### src/rtl/lsu_mem_ctrl_if.sv
// ----------------------------------------------------------------------------
// lsu_mem_ctrl_if
// Bundles the load/store request/response handshake and the word-wide data
// memory bus used by lsu_mem_ctrl.
//   req_*      : request from the memory stage (valid/ready handshake)
//   resp_*     : one-cycle completion pulse with load data and error flag
//   MemRead/MemWrite/addr/WriteData : strobes and data towards the memory
//   ReadData   : combinational read data from the memory
// Modports:
//   slave  - the load/store controller
//   master - the environment (core memory stage plus the data memory)
// ----------------------------------------------------------------------------
interface lsu_mem_ctrl_if #(
  parameter int ADDR_W = 32
);
  logic              req_valid;
  logic              req_ready;
  logic              req_we;
  logic [1:0]        req_size;
  logic              req_unsigned;
  logic [ADDR_W-1:0] req_addr;
  logic [31:0]       req_wdata;
  logic              resp_valid;
  logic [31:0]       resp_rdata;
  logic              resp_err;
  logic              MemRead;
  logic              MemWrite;
  logic [ADDR_W-1:0] addr;
  logic [31:0]       WriteData;
  logic [31:0]       ReadData;

  modport slave (
    input  req_valid, req_we, req_size, req_unsigned, req_addr, req_wdata, ReadData,
    output req_ready, resp_valid, resp_rdata, resp_err, MemRead, MemWrite, addr, WriteData
  );

  modport master (
    output req_valid, req_we, req_size, req_unsigned, req_addr, req_wdata, ReadData,
    input  req_ready, resp_valid, resp_rdata, resp_err, MemRead, MemWrite, addr, WriteData
  );
endinterface

### src/rtl/lsu_mem_ctrl.sv
// ----------------------------------------------------------------------------
// lsu_mem_ctrl
// Load/store initiator between the core memory stage and a word-wide data
// memory. Byte/half/word loads are sign- or zero-extended; byte/half stores
// are performed as read-modify-write so the memory only sees full-word writes.
// Ports:
//   clk   - rising-edge clock
//   rst_n - asynchronous active-low reset (aborts any operation in flight)
//   bus   - lsu_mem_ctrl_if.slave: request/response handshake and memory bus
// Parameters:
//   ADDR_W    - address width
//   MEM_BYTES - decoded memory size; accesses reaching past it are errors
// Build option:
//   LSU_ALIGN_TRAP_EN - when defined, misaligned half/word requests return an
//                       error; otherwise they are silently forced aligned.
// All outputs are registered and follow the FSM state they belong to.
// ----------------------------------------------------------------------------
module lsu_mem_ctrl #(
  parameter int ADDR_W    = 32,
  parameter int MEM_BYTES = 1024
) (
  input logic           clk,
  input logic           rst_n,
  lsu_mem_ctrl_if.slave bus
);

  typedef enum logic [1:0] {
    S_IDLE = 2'b00,
    S_RD   = 2'b01,
    S_WR   = 2'b10,
    S_DONE = 2'b11
  } state_t;

  state_t state_q, state_d;

  // Captured request
  logic        we_q, we_d;
  logic [1:0]  size_q, size_d;
  logic        uns_q, uns_d;
  logic [1:0]  lane_q, lane_d;
  logic [31:0] wdata_q, wdata_d;

  // Registered outputs
  logic              req_ready_q, req_ready_d;
  logic              resp_valid_q, resp_valid_d;
  logic [31:0]       resp_rdata_q, resp_rdata_d;
  logic              resp_err_q, resp_err_d;
  logic              mem_read_q, mem_read_d;
  logic              mem_write_q, mem_write_d;
  logic [ADDR_W-1:0] addr_q, addr_d;
  logic [31:0]       write_data_q, write_data_d;

  // Request decode
  logic [ADDR_W-1:0] ea_s;
  logic              misalign_s;
  logic              req_err_s;

  // True when the last byte touched lies at or beyond MEM_BYTES.
  function automatic logic range_err(input logic [ADDR_W-1:0] a, input logic [1:0] sz);
    logic [ADDR_W:0] last;
    case (sz)
      2'b00:   last = {1'b0, a};
      2'b01:   last = {1'b0, a} + (ADDR_W+1)'(1);
      2'b10:   last = {1'b0, a} + (ADDR_W+1)'(3);
      default: last = {1'b0, a};
    endcase
    return (last >= (ADDR_W+1)'(MEM_BYTES));
  endfunction

  // Select the addressed byte/half from a word and extend it.
  function automatic logic [31:0] load_extract(input logic [31:0] w, input logic [1:0] sz,
                                               input logic uns, input logic [1:0] lane);
    logic [31:0] sh;
    logic [7:0]  b;
    logic [15:0] h;
    logic [31:0] r;
    sh = w >> {lane, 3'b000};
    b  = sh[7:0];
    h  = lane[1] ? w[31:16] : w[15:0];
    case (sz)
      2'b00:   r = uns ? {24'h000000, b} : {{24{b[7]}}, b};
      2'b01:   r = uns ? {16'h0000, h} : {{16{h[15]}}, h};
      default: r = w;
    endcase
    return r;
  endfunction

  // Replace the addressed byte/half lane of the old word with new store data.
  function automatic logic [31:0] store_merge(input logic [31:0] old, input logic [31:0] wd,
                                              input logic [1:0] sz, input logic [1:0] lane);
    logic [31:0] mask;
    logic [31:0] data;
    case (sz)
      2'b00: begin
        mask = 32'h000000FF << {lane, 3'b000};
        data = {24'h000000, wd[7:0]} << {lane, 3'b000};
      end
      2'b01: begin
        mask = lane[1] ? 32'hFFFF0000 : 32'h0000FFFF;
        data = lane[1] ? {wd[15:0], 16'h0000} : {16'h0000, wd[15:0]};
      end
      default: begin
        mask = 32'hFFFFFFFF;
        data = wd;
      end
    endcase
    return (old & ~mask) | (data & mask);
  endfunction

  // Effective address (alignment forced) and error classification of the incoming request.
  always_comb begin
    ea_s       = bus.req_addr;
    misalign_s = 1'b0;
    case (bus.req_size)
      2'b01:   ea_s = {bus.req_addr[ADDR_W-1:1], 1'b0};
      2'b10:   ea_s = {bus.req_addr[ADDR_W-1:2], 2'b00};
      default: ea_s = bus.req_addr;
    endcase
`ifdef LSU_ALIGN_TRAP_EN
    misalign_s = ((bus.req_size == 2'b01) && bus.req_addr[0]) ||
                 ((bus.req_size == 2'b10) && (bus.req_addr[1:0] != 2'b00));
`else
    misalign_s = 1'b0;
`endif
    req_err_s = (bus.req_size == 2'b11) || misalign_s ||
                range_err(bus.req_addr, bus.req_size);
  end

  // Next-state and next-output logic; outputs are derived from the next state so they register alongside it.
  always_comb begin
    state_d      = state_q;
    we_d         = we_q;
    size_d       = size_q;
    uns_d        = uns_q;
    lane_d       = lane_q;
    wdata_d      = wdata_q;
    resp_rdata_d = resp_rdata_q;
    resp_err_d   = resp_err_q;
    addr_d       = addr_q;
    write_data_d = write_data_q;

    case (state_q)
      S_IDLE: begin
        if (bus.req_valid) begin
          we_d    = bus.req_we;
          size_d  = bus.req_size;
          uns_d   = bus.req_unsigned;
          lane_d  = ea_s[1:0];
          wdata_d = bus.req_wdata;
          if (req_err_s) begin
            state_d      = S_DONE;
            resp_rdata_d = 32'h00000000;
            resp_err_d   = 1'b1;
          end else begin
            addr_d = {ea_s[ADDR_W-1:2], 2'b00};
            if (bus.req_we && (bus.req_size == 2'b10)) begin
              state_d      = S_WR;
              write_data_d = bus.req_wdata;
            end else begin
              state_d = S_RD;
            end
          end
        end else begin
          state_d = S_IDLE;
        end
      end
      S_RD: begin
        // ReadData is combinational and valid now; consume it at this edge.
        if (we_q) begin
          state_d      = S_WR;
          write_data_d = store_merge(bus.ReadData, wdata_q, size_q, lane_q);
        end else begin
          state_d      = S_DONE;
          resp_rdata_d = load_extract(bus.ReadData, size_q, uns_q, lane_q);
          resp_err_d   = 1'b0;
        end
      end
      S_WR: begin
        state_d      = S_DONE;
        resp_rdata_d = 32'h00000000;
        resp_err_d   = 1'b0;
      end
      S_DONE: begin
        state_d = S_IDLE;
      end
      default: begin
        state_d = S_IDLE;
      end
    endcase

    req_ready_d  = (state_d == S_IDLE);
    resp_valid_d = (state_d == S_DONE);
    mem_read_d   = (state_d == S_RD);
    mem_write_d  = (state_d == S_WR);
  end

  // State, captured request and registered outputs.
  always_ff @(posedge clk or negedge rst_n) begin
    if (!rst_n) begin
      state_q      <= S_IDLE;
      we_q         <= 1'b0;
      size_q       <= 2'b00;
      uns_q        <= 1'b0;
      lane_q       <= 2'b00;
      wdata_q      <= 32'h00000000;
      req_ready_q  <= 1'b1;
      resp_valid_q <= 1'b0;
      resp_rdata_q <= 32'h00000000;
      resp_err_q   <= 1'b0;
      mem_read_q   <= 1'b0;
      mem_write_q  <= 1'b0;
      addr_q       <= '0;
      write_data_q <= 32'h00000000;
    end else begin
      state_q      <= state_d;
      we_q         <= we_d;
      size_q       <= size_d;
      uns_q        <= uns_d;
      lane_q       <= lane_d;
      wdata_q      <= wdata_d;
      req_ready_q  <= req_ready_d;
      resp_valid_q <= resp_valid_d;
      resp_rdata_q <= resp_rdata_d;
      resp_err_q   <= resp_err_d;
      mem_read_q   <= mem_read_d;
      mem_write_q  <= mem_write_d;
      addr_q       <= addr_d;
      write_data_q <= write_data_d;
    end
  end

  assign bus.req_ready  = req_ready_q;
  assign bus.resp_valid = resp_valid_q;
  assign bus.resp_rdata = resp_rdata_q;
  assign bus.resp_err   = resp_err_q;
  assign bus.MemRead    = mem_read_q;
  assign bus.MemWrite   = mem_write_q;
  assign bus.addr       = addr_q;
  assign bus.WriteData  = write_data_q;

endmodule

### src/flat_wrapper.sv
// flat-port wrapper written by rule: the top's interface ports become plain ports
module lsu_mem_ctrl_flat 
#(
  parameter int ADDR_W    = 32,
  parameter int MEM_BYTES = 1024
)
  (clk, rst_n, bus_req_valid, bus_req_we, bus_req_size, bus_req_unsigned, bus_req_addr, bus_req_wdata, bus_ReadData, bus_req_ready, bus_resp_valid, bus_resp_rdata, bus_resp_err, bus_MemRead, bus_MemWrite, bus_addr, bus_WriteData);
  lsu_mem_ctrl_if #(.ADDR_W(ADDR_W)) bus_i ();
  input logic clk;
  input logic rst_n;
  input wire logic [$bits(bus_i.req_valid)-1:0] bus_req_valid;
  input wire logic [$bits(bus_i.req_we)-1:0] bus_req_we;
  input wire logic [$bits(bus_i.req_size)-1:0] bus_req_size;
  input wire logic [$bits(bus_i.req_unsigned)-1:0] bus_req_unsigned;
  input wire logic [$bits(bus_i.req_addr)-1:0] bus_req_addr;
  input wire logic [$bits(bus_i.req_wdata)-1:0] bus_req_wdata;
  input wire logic [$bits(bus_i.ReadData)-1:0] bus_ReadData;
  output wire logic [$bits(bus_i.req_ready)-1:0] bus_req_ready;
  output wire logic [$bits(bus_i.resp_valid)-1:0] bus_resp_valid;
  output wire logic [$bits(bus_i.resp_rdata)-1:0] bus_resp_rdata;
  output wire logic [$bits(bus_i.resp_err)-1:0] bus_resp_err;
  output wire logic [$bits(bus_i.MemRead)-1:0] bus_MemRead;
  output wire logic [$bits(bus_i.MemWrite)-1:0] bus_MemWrite;
  output wire logic [$bits(bus_i.addr)-1:0] bus_addr;
  output wire logic [$bits(bus_i.WriteData)-1:0] bus_WriteData;
  assign bus_i.req_valid = bus_req_valid;
  assign bus_i.req_we = bus_req_we;
  assign bus_i.req_size = bus_req_size;
  assign bus_i.req_unsigned = bus_req_unsigned;
  assign bus_i.req_addr = bus_req_addr;
  assign bus_i.req_wdata = bus_req_wdata;
  assign bus_i.ReadData = bus_ReadData;
  assign bus_req_ready = bus_i.req_ready;
  assign bus_resp_valid = bus_i.resp_valid;
  assign bus_resp_rdata = bus_i.resp_rdata;
  assign bus_resp_err = bus_i.resp_err;
  assign bus_MemRead = bus_i.MemRead;
  assign bus_MemWrite = bus_i.MemWrite;
  assign bus_addr = bus_i.addr;
  assign bus_WriteData = bus_i.WriteData;
  lsu_mem_ctrl #(.ADDR_W(ADDR_W), .MEM_BYTES(MEM_BYTES)) u_core (.clk(clk), .rst_n(rst_n), .bus(bus_i));
endmodule
### config.mk
export PLATFORM = sky130hd
export DESIGN_NAME = lsu_mem_ctrl_flat
export DESIGN_NICKNAME = d
export VERILOG_FILES = /design/src/rtl/lsu_mem_ctrl_if.sv /design/src/rtl/lsu_mem_ctrl.sv /design/src/flat_wrapper.sv
export SDC_FILE = /design/constraint.sdc
export NUM_CORES = 1
export LEC_CHECK = 0
export CAP_MARGIN = 25
export CORE_ASPECT_RATIO = 1.4
export CORE_UTILIZATION = 46
export CTS_BUF_LIST = sky130_fd_sc_hd__clkbuf_4
export CTS_CLUSTER_SIZE = 28
export DETAILED_ROUTE_END_ITERATION = 8
export PLACE_DENSITY = 0.87
export SYNTH_ARGS = -nofsm -noshare
export SYNTH_HDL_FRONTEND = slang
export SYNTH_SLANG_ARGS = --single-unit
### constraint.sdc
create_clock -name clk -period 2.2 [get_ports clk]
set_input_delay 0.44 -clock clk [delete_from_list [all_inputs] [get_ports clk]]
set_output_delay 0.44 -clock clk [all_outputs]
set_load 0.005 [all_outputs]
==> flow_metrics.env, run 1 <==
export IMPL_status="complete, but fails checks"
export IMPL_violations="setup timing"
export IMPL_die_h_um=154
export IMPL_hp_class="primary input to flip-flop"
export IMPL_ys_flop_type="dfrtp_1"
export IMPL_core_area_um2=16100
export IMPL_synthArstFlopShare_pct=100
export IMPL_drt_initial_drc_count=409
export IMPL_r2r_end="u_core.bus.WriteData[28]"
export IMPL_fin_worst_skew_ns=0.0315
export IMPL_busiest_layer="met2"
export IMPL_htreeDepth=4
export IMPL_ys_ff_latch=139
export IMPL_placed_area_um2=10500
export IMPL_power_density_nw_per_um2=1200
export IMPL_dr_pass1_iters=5
export IMPL_synth_common_cells="dfrtp_1 (138), mux2_2 (56), mux2_4 (52)"
export IMPL_max_freq_mhz=308
export IMPL_synthesis_area_um2=7560
export IMPL_critPathKind="primary input to flip-flop"
export IMPL_die_w_um=110
export IMPL_via_count=6696
export IMPL_leakage_nw=5.18
export IMPL_ant_nets=0
export IMPL_layout_drive_gt1_share_pct=32.2
export IMPL_cp_top_family="simple AND/OR/NAND/NOR gates"
export IMPL_port_buffers=201
export IMPL_whs_ns=0.272
export IMPL_use_met3_pct=5.81
export IMPL_cts_tree="yes"
export IMPL_grt_use_met1_pct=33.6
export IMPL_vias_per_cell=5.67
export IMPL_fin_nets=1080
export IMPL_antenna_found_initial=1
export IMPL_grt_overflow=0
export IMPL_r2r_slack_ns=0.09
export IMPL_rsz0062_at_grt="true"
export IMPL_critPathLaunch="bus_req_size[0]"
export IMPL_layout_min_cycle_time_ns=3.24
export IMPL_synth_edf_count=0
export IMPL_slowest_stage="or4_4"
export IMPL_ir_worst_vdd_v=0.000694
export IMPL_fin_area_um2=11300
export IMPL_die_area_um2=17000
export IMPL_n_fill_cell=1149
export IMPL_synth_area_leaders="dfrtp_1 (46%), mux2_4 (10%), mux2_2 (8.3%)"
export IMPL_final_util_pct=70.3
export IMPL_synth_area_per_cell_um2=11.1
export IMPL_num_rows=55
export IMPL_drc=0
export IMPL_reg2regPathDepth=5
export IMPL_slowest_delay_ns=0.49
export IMPL_maxCapViolCount=0
export IMPL_wl_per_cell_um=20.3
export IMPL_fin_crit_sh_pct=147
export IMPL_yosysSeqAreaShare_pct=46.0
export IMPL_timing_hold_violations_final=0
export IMPL_clk_latency_ns=0.58
export IMPL_cts_root_buf="clkbuf_4"
export IMPL_grtUsageMet2_pct=47.2
export IMPL_setup_ws_ns=-1.04
export IMPL_clkTransAtPathRegs_ns=0.12
export IMPL_worstPathRequired_ns=2.67
export IMPL_drv_slew=0
export IMPL_crit_fanout=6
export IMPL_cp_arrival_ns=3.71
export IMPL_grt_max_degree=74
export IMPL_floorplan_initialDensity_pct=46.9
export IMPL_worstMarginPinSlew_ns=1.04
export IMPL_ioPinCount=204
export IMPL_cp_depth=15
export IMPL_syn2layout_area_growth_pct=49.8
export IMPL_ys_warnings_count=0
export IMPL_critPathLaunchType="primary input"
export IMPL_end_kind="flip-flop"
export IMPL_cts_sinks=139
export IMPL_synth_cells=678
export IMPL_synth_area_leader_cell="dfrtp_1"
export IMPL_grt_usage_pct=28.6
export IMPL_setup_viol=100
export IMPL_routed_wirelength_um=24000
export IMPL_grt_pass1_wl_um=36200
export IMPL_numCtsBuffers=17
export IMPL_min_path_cells=2
export IMPL_gp_congestion=0.904
export IMPL_path_cells="buf_12, inv_12, ha_4, inv_2, fa_2, nand4bb_4, or4_4, or4_4, a21oi_2, o211ai_1, buf_4, nor3_4, nand3_4, buf_12, mux2_4"
export IMPL_yosysMostFrequentCell="dfrtp_1"
export IMPL_p_total_w=0.0136
export IMPL_cp_endpoint="u_core.bus.addr[5]"
export IMPL_yosysUniqueCellTypes=61
export IMPL_dp_hpwl_um=17100
export IMPL_pre_cts_ws_ns=-2.07
export IMPL_clk_path_buf_depth=2
export IMPL_slew_headroom_pct=30.3
export IMPL_yosys_area_top_type_share_pct=45.7
export IMPL_grt_pass1_vias=6846
export IMPL_r2r_start="u_core.size_q[0]"
export IMPL_cp_num_buf_inv=5
==> cell type report <==
| type | count | area [um^2] | share of cell area (%) |
|---|---|---|---|
| repair buffers | 314 | 3150 | 27.9 |
| clock buffers | 17 | 128 | 1.13 |
| flip-flops and latches | 139 | 3480 | 30.7 |
| inverters | 37 | 151 | 1.34 |
| well taps | 199 | 249 | 2.20 |
| diodes | 1 | 2.50 | 0.0221 |
| clock inverters | 15 | 154 | 1.36 |
| multi-input cells | 458 | 4000 | 35.4 |
==> kinds of logic after synthesis <==
group                      after synthesis  share of synthesized area (%)
and+or+nand+nor                        164                           11.2
AOI/OAI and AO/OA                      142                           13.2
DFF                                    139                           46.0
muxes                                  136                           22.6
buffers and inverters                   82                           4.80
adders and majority gates               10                           1.75
xor gates and xnor gates                 4                          0.463
other                                    1                         0.0496
==> power breakdown <==
group / leakage (nW) / internal (W) / total [W] / switching [W]
sequential: 1.76 / 0.00353 / 0.00424 / 0.000716
combinational: 3.26 / 0.00443 / 0.00762 / 0.00319
clock: 0.151 / 0.000606 / 0.00171 / 0.00110
==> what timing repair did <==
| item | CTS | global route |
|---|---|---|
| hold endpoints to repair | 40 | 0 |
| setup buffers | 14 | 8 |
| gates cloned | 5 | 3 |
| hold buffers | 1 | 0 |
| gates resized for setup | 70 | 33 |
| setup endpoints to repair | 100 | 100 |
| pin swaps | 18 | 2 |
==> worst min path at each step <==
stage,to,startpoint,slack (ns)
after global routing,u_core.bus.addr[8],bus_req_addr[8],0.23
final,u_core.bus.addr[8],bus_req_addr[8],0.27
after CTS,u_core.bus.addr[8],bus_req_addr[8],0.23
after floorplan,u_core.bus.MemRead,rst_n,0.14
after detailed placement,u_core.bus.WriteData[2],rst_n,0.40
after global placement,u_core.bus.WriteData[2],rst_n,0.39
==> stage by stage <==
stage	setup TNS, ns	cells
2_1_floorplan	-109.06	679
3_3_place_gp	-190.65	1121
3_5_place_dp	-197.36	1121
4_1_cts	-84.49	1173
5_1_grt	-102.05	1180
6_report	-96.08	1180
==> sequential cells by signal, indices dropped and copies added (netlist names) <==
name                   flops
u_core.bus.req_ready       1
u_core.uns_q               1
u_core.size_q              2
u_core.bus.addr           30
u_core.bus.MemRead         1
u_core.lane_q              2
u_core.we_q                1
u_core.bus.resp_valid      1
u_core.bus.resp_rdata     32
u_core.bus.MemWrite        1
u_core.bus.WriteData      32
u_core.state_q             2
u_core.wdata_q            32
u_core.bus.resp_err        1
==> per-layer routing <==
layer  routed length (um)  vias up
li1                     -     3046
met1                 8960     3244
met2                12000      321
met3                 1600       85
met4                 1440        0
met5                    0        -
==> worst register-to-register path: cells and delay by family (launching register included) <==
kind,cells,cell delay [ns]
compound gates,2,0.53
flops,1,0.39
mux,1,0.20
simple gates,2,0.97
==> placed cells by master (no fill, tap or decap), types with 26 or more instances in the layout <==
cell type          n
clkdlybuf4s50_1  191
dfrtp_1          138
buf_4             81
mux2_4            56
mux2_2            53
nand2_1           40
nor2_1            35
inv_1             33
a21oi_1           29
mux2i_1           26
(Power assumes the default switching activity.)
==> run 2: changes to the inputs <==
--- a/config.mk
+++ b/config.mk
@@ -7,11 +7,11 @@
 export LEC_CHECK = 0
 export CAP_MARGIN = 25
 export CORE_ASPECT_RATIO = 1.4
-export CORE_UTILIZATION = 46
+export CORE_UTILIZATION = 50
 export CTS_BUF_LIST = sky130_fd_sc_hd__clkbuf_4
 export CTS_CLUSTER_SIZE = 28
 export DETAILED_ROUTE_END_ITERATION = 8
-export PLACE_DENSITY = 0.87
+export PLACE_DENSITY = 0.89
 export SYNTH_ARGS = -nofsm -noshare
 export SYNTH_HDL_FRONTEND = slang
 export SYNTH_SLANG_ARGS = --single-unit
==> constraint.sdc (replaced) <==
create_clock -name clk -period 3.6 [get_ports clk]
set_input_delay 0.72 -clock clk [delete_from_list [all_inputs] [get_ports clk]]
set_output_delay 0.72 -clock clk [all_outputs]
set_load 0.005 [all_outputs]
==> run 2 against run 1 <==
Against the previous run:
- the flow now finishes without violations
- clock skew down 0.0068 ns
- routed wire length decreased by 2.5%
- clock power is 43% lower
- sequential cell count unchanged
- critical path type unchanged
- cell count fell by 4.5%
- utilization is 2.7 points higher
- worst setup slack improved by 1.0 ns
- register-to-register slack improved by 0.73 ns
- combinational power is 42% lower
- design area decreased by 5.6%
- via count fell by 1.8%
- sequential share of layout area increased by 1.8 points
==> flow_metrics.env, run 2 (synthesis gave the netlist of run 1 again) <==
export IMPL_diodes=0
export IMPL_worstMarginPinSlew_ns=0.751
export IMPL_rsz0062_at_grt="true"
export IMPL_hp_class="primary input to async pin"
export IMPL_syn2layout_area_growth_pct=41.4
export IMPL_ant_nets=0
export IMPL_wl_per_cell_um=20.8
export IMPL_max_freq_mhz=278
export IMPL_final_util_pct=73.0
export IMPL_grt_max_degree=80
export IMPL_power_density_nw_per_um2=750
export IMPL_fin_nets=1038
export IMPL_num_rows=52
export IMPL_seq_power_share_pct=32.4
export IMPL_port_buffers=201
export IMPL_status="finished, final reports clean"
export IMPL_dr_pass1_iters=9
export IMPL_whs_ns=0.187
export IMPL_die_h_um=147
export IMPL_placed_area_um2=10200
export IMPL_routed_wirelength_um=23400
export IMPL_fin_crit_sh_pct=99.9
export IMPL_ioPinCount=204
export IMPL_numCtsBuffers=17
export IMPL_layout_drive_gt1_share_pct=25.6
export IMPL_drv_slew=0
export IMPL_timing_hold_violations_final=0
export IMPL_fin_area_um2=10700
export IMPL_ir_worst_vdd_v=0.000411
export IMPL_clkTransAtPathRegs_ns=0.14
export IMPL_critPathKind="primary input to flip-flop"
export IMPL_drt_initial_drc_count=363
export IMPL_cts_root_buf="clkbuf_4"
export IMPL_cp_arrival_ns=4.06
export IMPL_grt_pass1_vias=6764
export IMPL_slew_headroom_pct=49.9
export IMPL_leakage_nw=4.86
export IMPL_intPower_w=0.00497
export IMPL_clk_path_buf_depth=2
export IMPL_p_sw_share_pct=38.0
export IMPL_antenna_found_initial=2
export IMPL_final_common_cell="clkdlybuf4s50_1"
export IMPL_critPathLaunchType="primary input"
export IMPL_maxCapViolCount=0
export IMPL_gp_congestion=0.925
export IMPL_worstPathRequired_ns=4.06
export IMPL_end_kind="flip-flop"
export IMPL_cts_sinks=139
export IMPL_core_area_um2=14600
export IMPL_die_w_um=106
export IMPL_cts_tree="yes"
export IMPL_via_count=6577
export IMPL_die_area_um2=15600
export IMPL_layout_min_cycle_time_ns=3.60
export IMPL_drc=0
export IMPL_crit_fanout=8
export IMPL_vias_per_cell=5.84
export IMPL_power_frac_clock_pct=12.1
export IMPL_fin_worst_skew_ns=0.0248
export IMPL_n_fill_cell=1004
export IMPL_pwr_share_comb_pct=55.5
export IMPL_grt_usage_pct=30.7
export IMPL_setup_viol=0
export IMPL_grt_overflow=0
export IMPL_dp_hpwl_um=16500
export IMPL_holdBufCountCts=0
export IMPL_grt_pass1_wl_um=36200
export IMPL_mostFrequentLayoutCells="clkdlybuf4s50_1 (196), dfrtp_1 (138), buf_4 (59)"
export IMPL_p_switching_w=0.00304
export IMPL_clk_latency_ns=0.56
export IMPL_htreeDepth=4
export IMPL_floorplan_initialDensity_pct=51.6
==> run 2: cell types whose count changed in the layout (fill, tap and decap cells not counted), sizes merged <==
cell,before,now
bufinv,1,0
dlygate4sd2,5,2
clkinv,2,3
clkinvlp,2,3
clkdlybuf4s15,2,0
inv,47,46
diode,1,0
clkdlybuf4s50,191,196
dlygate4sd3,1,0
clkbuf,20,21
buf,112,70
==> run 2: power groups by stage <==
stage	Clock (W)	Sequential, W	Combinational (W)
6_report	0.000969	0.00260	0.00445
4_1_cts	0.000989	0.00258	0.00439
3_5_place_dp	0	0.00259	0.00409
5_1_grt	0.00105	0.00266	0.00472
2_1_floorplan	0	0.00251	0.00264
3_3_place_gp	0	0.00258	0.00395
==> run 2: what timing repair did <==
action | CTS | global route
gates resized for setup | 23 | 10
cloned | 4 | 1
pin swaps | 10 | 8
setup endpoints to repair | 98 | 82
setup buffers | 4 | 3
==> run 2: metal layers <==
| metal | up-vias | GRT usage [%] | part of all wire [%] |
|---|---|---|---|
| li1 | 2939 | - | - |
| met1 | 3192 | 35.6 | 36 |
| met2 | 367 | 53.0 | 52 |
| met3 | 77 | 6.88 | 7.7 |
| met4 | 2 | 15.6 | 4.4 |
| met5 | - | 0 | 0.051 |
==> run 2: per-stage QoR <==
step                      power [W]  setup WS [ns]  std cells  setup TNS, ns
after detailed placement    0.00668         -0.976       1084         -88.55
after global routing        0.00843        -0.0588       1127          -2.29
after global placement      0.00653         -0.873       1084         -79.56
after CTS                   0.00796         -0.173       1124          -5.30
after floorplan             0.00515        -0.0834        679          -3.97
final                       0.00801        0.00249       1127              0
==> run 2: cell type report <==
cell class,instances,area [um^2],share of cell area (%)
clock inverter,15,128,1.19
clock buffer,17,128,1.19
inverter,37,151,1.42
multi-input combinational,458,3850,36.0
sequential,139,3480,32.6
tap,189,236,2.21
timing repair buffer,272,2710,25.4
==> run 2: worst max-delay path, cell delays in order <==
cell and delay (ns):
clkdlybuf4s50_1 0.49, nand4_2 0.13, or4_4 0.57, or3_1 0.44, a211oi_1 0.28, o22ai_2 0.19, o41ai_4 0.44, o211ai_4 0.23
clkbuf_16 0.26, mux2_4 0.30
==> run 2: path summary, 6_finish.rpt <==
kind,start,endpoint,slack (ns),cells after the start
worst min-delay path,rst_n,u_core.bus.WriteData[10],0.19,1
worst max-delay path,bus_req_addr[7],u_core.bus.WriteData[19],0.002,10
worst max register to register,u_core.size_q[0],u_core.bus.WriteData[20],0.82,6
worst min register to register,u_core.bus.addr[31],u_core.bus.addr[31],0.50,1
min in group clk,bus_req_size[0],u_core.size_q[0],0.45,3
max in group asynchronous,rst_n,u_core.bus.resp_rdata[25],2.58,2
